$ cat config.mk
export PLATFORM = sky130hd
export DESIGN_NAME = sram_arbiter
export DESIGN_NICKNAME = d
export VERILOG_FILES = /design/src/rtl/sram_arbiter.sv
export SDC_FILE = /design/constraint.sdc
export NUM_CORES = 1
export LEC_CHECK = 0
export CAP_MARGIN = 15
export CELL_PAD_IN_SITES_DETAIL_PLACEMENT = 0
export CELL_PAD_IN_SITES_GLOBAL_PLACEMENT = 1
export CORE_MARGIN = 4
export CORE_UTILIZATION = 32
export CTS_CLUSTER_SIZE = 40
export DETAILED_ROUTE_END_ITERATION = 8
export PLACE_DENSITY = 0.79
export SLEW_MARGIN = 0
export SYNTH_ARGS = -nofsm -noshare
export SYNTH_HDL_FRONTEND = slang
export SYNTH_SLANG_ARGS = --single-unit
$ cat constraint.sdc
create_clock -name clk_core -period 2.26 [get_ports clk_core]
set_input_delay 0.678 -clock clk_core [delete_from_list [all_inputs] [get_ports clk_core]]
set_output_delay 0.678 -clock clk_core [all_outputs]
set_load 0.05 [all_outputs]
$ cat src/rtl/sram_arbiter.sv
// sram_arbiter: shares one async SRAM between a pipelined video read port and a CPU host port.
// Optional macro SRAM_ARB_TURNAROUND_EN forces an idle slot after every write slot.
module sram_arbiter #(
   parameter int AW           = 13,
   parameter int DW           = 16,
   parameter int CPU_MAX_WAIT = 4
) (
   input  logic          clk_core,
   input  logic          reset_n,
   input  logic          vid_req,
   input  logic [AW-1:0] vid_addr,
   output logic          vid_gnt,
   output logic          vid_ack,
   output logic [DW-1:0] vid_rdata,
   input  logic          cpu_req,
   input  logic          cpu_we,
   input  logic [AW-1:0] cpu_addr,
   input  logic [DW-1:0] cpu_wdata,
   output logic          cpu_ack,
   output logic [DW-1:0] cpu_rdata,
   output logic [AW-1:0] sram_a,
   output logic          sram_wr,
   output logic [DW-1:0] host_to_sram,
   input  logic [DW-1:0] sram_to_host
);

   localparam int            WW       = (CPU_MAX_WAIT < 1) ? 1 : $clog2(CPU_MAX_WAIT + 1);
   localparam logic [WW-1:0] WAIT_MAX = WW'(CPU_MAX_WAIT);
   localparam logic          OWN_VID  = 1'b0;
   localparam logic          OWN_CPU  = 1'b1;

   logic          cpu_busy;
   logic [WW-1:0] wait_cnt;
   logic          b_valid;
   logic          b_owner;
   logic          force_idle;
   logic          cpu_elig;
   logic          cpu_force;
   logic          cpu_gnt;

`ifdef SRAM_ARB_TURNAROUND_EN
   // The slot after a driven write is left empty so the bus can turn around.
   assign force_idle = sram_wr;
`else
   assign force_idle = 1'b0;
`endif

   always_comb begin
      cpu_elig  = cpu_req & ~cpu_busy;
      cpu_force = cpu_elig & (wait_cnt == WAIT_MAX);
      vid_gnt   = ~force_idle & vid_req & ~cpu_force;
      cpu_gnt   = ~force_idle & cpu_elig & (cpu_force | ~vid_req);
   end

   // Stage B: register the winner onto the SRAM bus; idle slots keep the last address.
   always_ff @(posedge clk_core or negedge reset_n) begin
      if (!reset_n) begin
         sram_a       <= '0;
         sram_wr      <= 1'b0;
         host_to_sram <= '0;
         b_valid      <= 1'b0;
         b_owner      <= OWN_VID;
      end else begin
         b_valid <= vid_gnt | cpu_gnt;
         b_owner <= cpu_gnt ? OWN_CPU : OWN_VID;
         sram_wr <= cpu_gnt & cpu_we;
         if (cpu_gnt) begin
            sram_a <= cpu_addr;
            if (cpu_we)
               host_to_sram <= cpu_wdata;
         end else if (vid_gnt) begin
            sram_a <= vid_addr;
         end
      end
   end

   // Stage C: capture read data for the slot owner and pulse its ack.
   always_ff @(posedge clk_core or negedge reset_n) begin
      if (!reset_n) begin
         vid_ack   <= 1'b0;
         cpu_ack   <= 1'b0;
         vid_rdata <= '0;
         cpu_rdata <= '0;
      end else begin
         vid_ack <= b_valid & (b_owner == OWN_VID);
         cpu_ack <= b_valid & (b_owner == OWN_CPU);
         if (b_valid && b_owner == OWN_VID)
            vid_rdata <= sram_to_host;
         if (b_valid && b_owner == OWN_CPU && !sram_wr)
            cpu_rdata <= sram_to_host;
      end
   end

   always_ff @(posedge clk_core or negedge reset_n) begin
      if (!reset_n) begin
         cpu_busy <= 1'b0;
         wait_cnt <= '0;
      end else begin
         if (cpu_gnt)
            cpu_busy <= 1'b1;
         else if (cpu_ack)
            cpu_busy <= 1'b0;

         // Count only slots the CPU actually lost to video, saturating at the limit.
         if (cpu_gnt || !cpu_elig)
            wait_cnt <= '0;
         else if (!force_idle && wait_cnt != WAIT_MAX)
            wait_cnt <= wait_cnt + 1'b1;
      end
   end

endmodule

## Word level (Yosys, flattened, before mapping)

Index checks and enable logic that the tools add are counted.

| word-level totals | value |
|---|---|
| register bits after elaboration | 70 |
| bits of input ports | 63 |
| output and inout port bits | 65 |
| logic and storage cells | 44 |

| operators by class | value |
|---|---|
| add/subtract/negate cells | 1 |
| eq/ne operators | 2 |
| mux-type cells | 7 |
| bitwise operators | 13 |
| reduce and logical (&&, ||, !) cells | 10 |

Operator list:

| operator | count |
|---|---|
| 13-bit 2-to-1 mux | 2 |
| 1-bit AND | 7 |
| 3-bit 2-to-1 mux | 2 |
| 2-bit nonzero test | 3 |
| 1-bit inverter | 4 |
| 3-bit by 1-bit adder with 3-bit output (second input constant) | 1 |
| 3-bit == test (second input constant) | 1 |
| 1-bit logical AND | 3 |
| 1-bit 2-to-1 mux | 3 |
| 3-bit != test (second input constant) | 1 |
| 1-bit zero test | 2 |
| 1-bit bitwise OR | 2 |
| 2-bit AND reduction | 1 |
| 1-bit logical OR | 1 |

## Longest topological paths before layout

| logic depth | value |
|---|---|
| depth in word-level cells | 7 |
| gate-level depth with buffers | 7 |
| gate-level depth less buffers | 5 |

## Worst setup path before layout

Ideal clock, no wire load.

| timing | value |
|---|---|
| path type | input to output |
| start | in cpu_req |
| end | out vid_gnt |
| arrival | 1,636 ps |
| required time | 1,582 ps |
| path slack | -54 ps |
| cell stages on the path | 4 |
| path buffers | 2 |
| path through | nor2b_1 > buf_4 > a31oi_1 > buf_2 |

| on the way | value |
|---|---|
| word-level cells in the longest chain between the ends | 4 |

RTL lines:

| element | line | RTL |
|---|---|---|
| start, declared | 15 | `input logic cpu_req,` |
| 1-bit AND | 49 | `cpu_elig = cpu_req & ~cpu_busy;` |
| 1-bit AND | 50 | `cpu_force = cpu_elig & (wait_cnt == WAIT_MAX);` |
| 1-bit inverter | 51 | `vid_gnt = ~force_idle & vid_req & ~cpu_force;` |
| 1-bit AND | 51 |  |
| end, declared | 12 | `output logic vid_gnt,` |

Every way passes these cells.

## Worst setup path in the final report

| timing | value |
|---|---|
| start | reg cpu_ack |
| end | out cpu_ack |

RTL lines:

| element | line | RTL |
|---|---|---|
| start, declared | 19 | `output logic cpu_ack,` |
| start signal, assigned | 86 | `cpu_ack <= b_valid & (b_owner == OWN_CPU);` |

No word-level cell between the ends.

==> flow_summary.ini <==
[grt]
grt_max_degree = 41
grt_util_met2_pct = 20.4
grtUsageMet1_pct = 18.0
grt_pass1_wl_um = 10800
grt_pass1_vias = 2132
grt_usage_pct = 13.5
met3_usage_pct = 4.13
grt_overflow = 0
antenna_found_initial = 0
grt.busiest_layer = met2

[clock_network]
post_cts_buffers = 0
cts_tree = built
clkSinkCount = 70
cts_resized = 8
cts_root_buffer = clkbuf_8
ctsHoldBuffers = 0
clkSlewWorstSetupHoldPaths_ns = 0.07
clockBufferDepth = 2
clkLatencyLatePin_ns = 0.33
cts_buffers = 9
cts_max_level = 3

[placed_design]
placed_cell_area_mm2 = 0.00423
post-dp-hpwl_um = 5000
pre_cts_ws_ns = -0.145
place.port_buffers = 127
gp_congestion = 0.681

[finish]
fin_nets = 382
layout_commonest_cell = clkdlybuf4s50_1
antenna_cells = 0
drive_gt1_share_pct = 25.2
layout_common_cells = clkdlybuf4s50_1 (122), dfrtp_1 (70), mux2_2 (39)
design_area_mm2 = 0.00443
syn_to_final_growth_pct = 58.3

[synthesis]
synth_area_leaders = dfrtp_1 (63%), mux2_2 (16%), mux2_4 (4.8%), a221o_1 (4.6%), nor3b_1 (3.5%)
yosys_warnings = 0
synth_area_mm2 = 0.00280
synthesis.nets = 245
synth_cell_type_count = 25
syn_avg_cell_area_um2 = 15.6
ys_ff_latch = 70
syn_inst = 180
yosysTopAreaCell = dfrtp_1
ys_seq_area_share_pct = 62.6
synth_top_area_share_pct = 62.6

[timing]
finalWorstSetupSlack_ns = 0.0700
final-setup-viol-count = 0
hold_slack_ns = 0.362
finClkSkew_ns = 0.00802
hold_viol_final = 0
fin_crit_ns = 2.19
relSlewSlack_pct = 64.5
slew_viol_final = 0
worstMarginPinSlew_ns = 0.531
max_freq_mhz = 457
rsz0062_at_grt = false
finalSetupTns_ns = 0
period_share_pct = 96.9

[detailed_routing]
ant_nets = 0
drt_iter0_markers = 47
wirelength_um = 6800
wl_per_cell_um = 15.9
remaining_drc_errors = 0
drt-pass1-iter-count = 4
vias = 1977
viasPerCell = 4.63

[floorplanning]
core_area_mm2 = 0.00838
die_w_um = 102
die_h_um = 102
die-area_mm2 = 0.0103
initial_core_util_pct = 33.4
num_rows = 33
ios = 128

[outcome]
status = completed

[worst_setup_path]
crit_family = buffers and inverters
cp_data_arrival_time_ns = 1.51
critPathLaunchType = flip-flop
cp.buffers_inverters = 1
reg2reg_from = wait_cnt[0]$_DFFE_PN0P_
cp_cell_sequence = clkdlybuf4s50_1
cp-end-kind = primary output
critPathMaxStageDelay_ns = 0.82
crit_type = flip-flop to primary output
cp_slowest_cell = clkdlybuf4s50_1
critPathMaxFanout = 2
cp-startpoint = cpu_ack$_DFF_PN0_
critPathRequiredTime_ns = 1.58

[power_and_ir_drop]
powerDensity_mw_per_mm2 = 1370
irDropWorstVdd_mv = 0.772
p_leak_nw = 1.86
p_total_mw = 6.08

[min_path]
worstHoldPathType = input port to async pin

[flow_run]
drv_cap = 0
## Yosys cell counts
cell type	instances
dfrtp_1	70
mux2_2	39
a221o_1	13
nor3b_1	13
mux2_4	9
buf_2	6
inv_1	4
and2_1	2
and3_1	2
buf_4	2
buf_6	2
clkbuf_1	2
ha_1	2
nor2_1	2
nor2b_1	2
a21bo_1	1
a21o_1	1
a21oi_1	1
a31oi_1	1
and3_4	1
buf_12	1
mux2i_1	1
nand2_1	1
nand2b_1	1
or2_2	1
## power by group
group | internal (mW) | total, mW | switching, mW
clock | 0.508 | 0.946 | 0.439
sequential | 1.69 | 1.92 | 0.232
combinational | 1.24 | 3.21 | 1.97
total | 3.44 | 6.08 | 2.64
## routing by layer
layer	share of wire, %	vias up
met3	10	10
met5	0	-
met2	46	89
met4	1.3	0
li1	-	917
met1	42	961
## kinds of logic (layout without fill, tap and decap cells)
family / Yosys count / after routing / share of synthesized area, %
DFF: 70 / 70 / 62.6
muxes: 49 / 49 / 20.9
and+or+nand+nor: 25 / 25 / 6.08
AOI/OAI and AO/OA: 17 / 17 / 5.67
buffers and inverters: 17 / 159 / 3.93
adders and majority gates: 2 / 2 / 0.894
## state kept, by name, summed over array words and instances (netlist names)
register	cells
cpu_rdata	16
vid_rdata	16
vid_ack	1
b_valid	1
wait_cnt	3
b_owner	1
cpu_ack	1
cpu_busy	1
sram_wr	1
host_to_sram	16
sram_a	13
## cell type report
class	count	area, µm²
well taps	105	131
multi-input cells	93	961
repair buffers	139	1390
clock inverters	4	47.5
fillers	727	3950
flip-flops and latches	70	1750
inverters	4	15.0
clock buffers	12	135
## worst paths after layout
kind,to,slack (ns),cells after the start
worst min register to register,cpu_ack$_DFF_PN0_,0.50,1
worst max register to register,host_to_sram[13]$_DFFE_PN0P_,0.60,6
worst max-delay path,cpu_ack,0.07,1
min in group clk_core,cpu_ack$_DFF_PN0_,0.50,1
max in group asynchronous,cpu_rdata[0]$_DFFE_PN0P_,1.49,2
worst min-delay path,host_to_sram[4]$_DFFE_PN0P_,0.36,2
## per-stage QoR
stage          utilization (%)  instances
2_1_floorplan                -        180
3_3_place_gp              50.4        411
3_5_place_dp              50.4        411
4_1_cts                   52.9        427
5_1_grt                   52.9        427
6_report                  52.9        427
(Power assumes the default switching activity.)
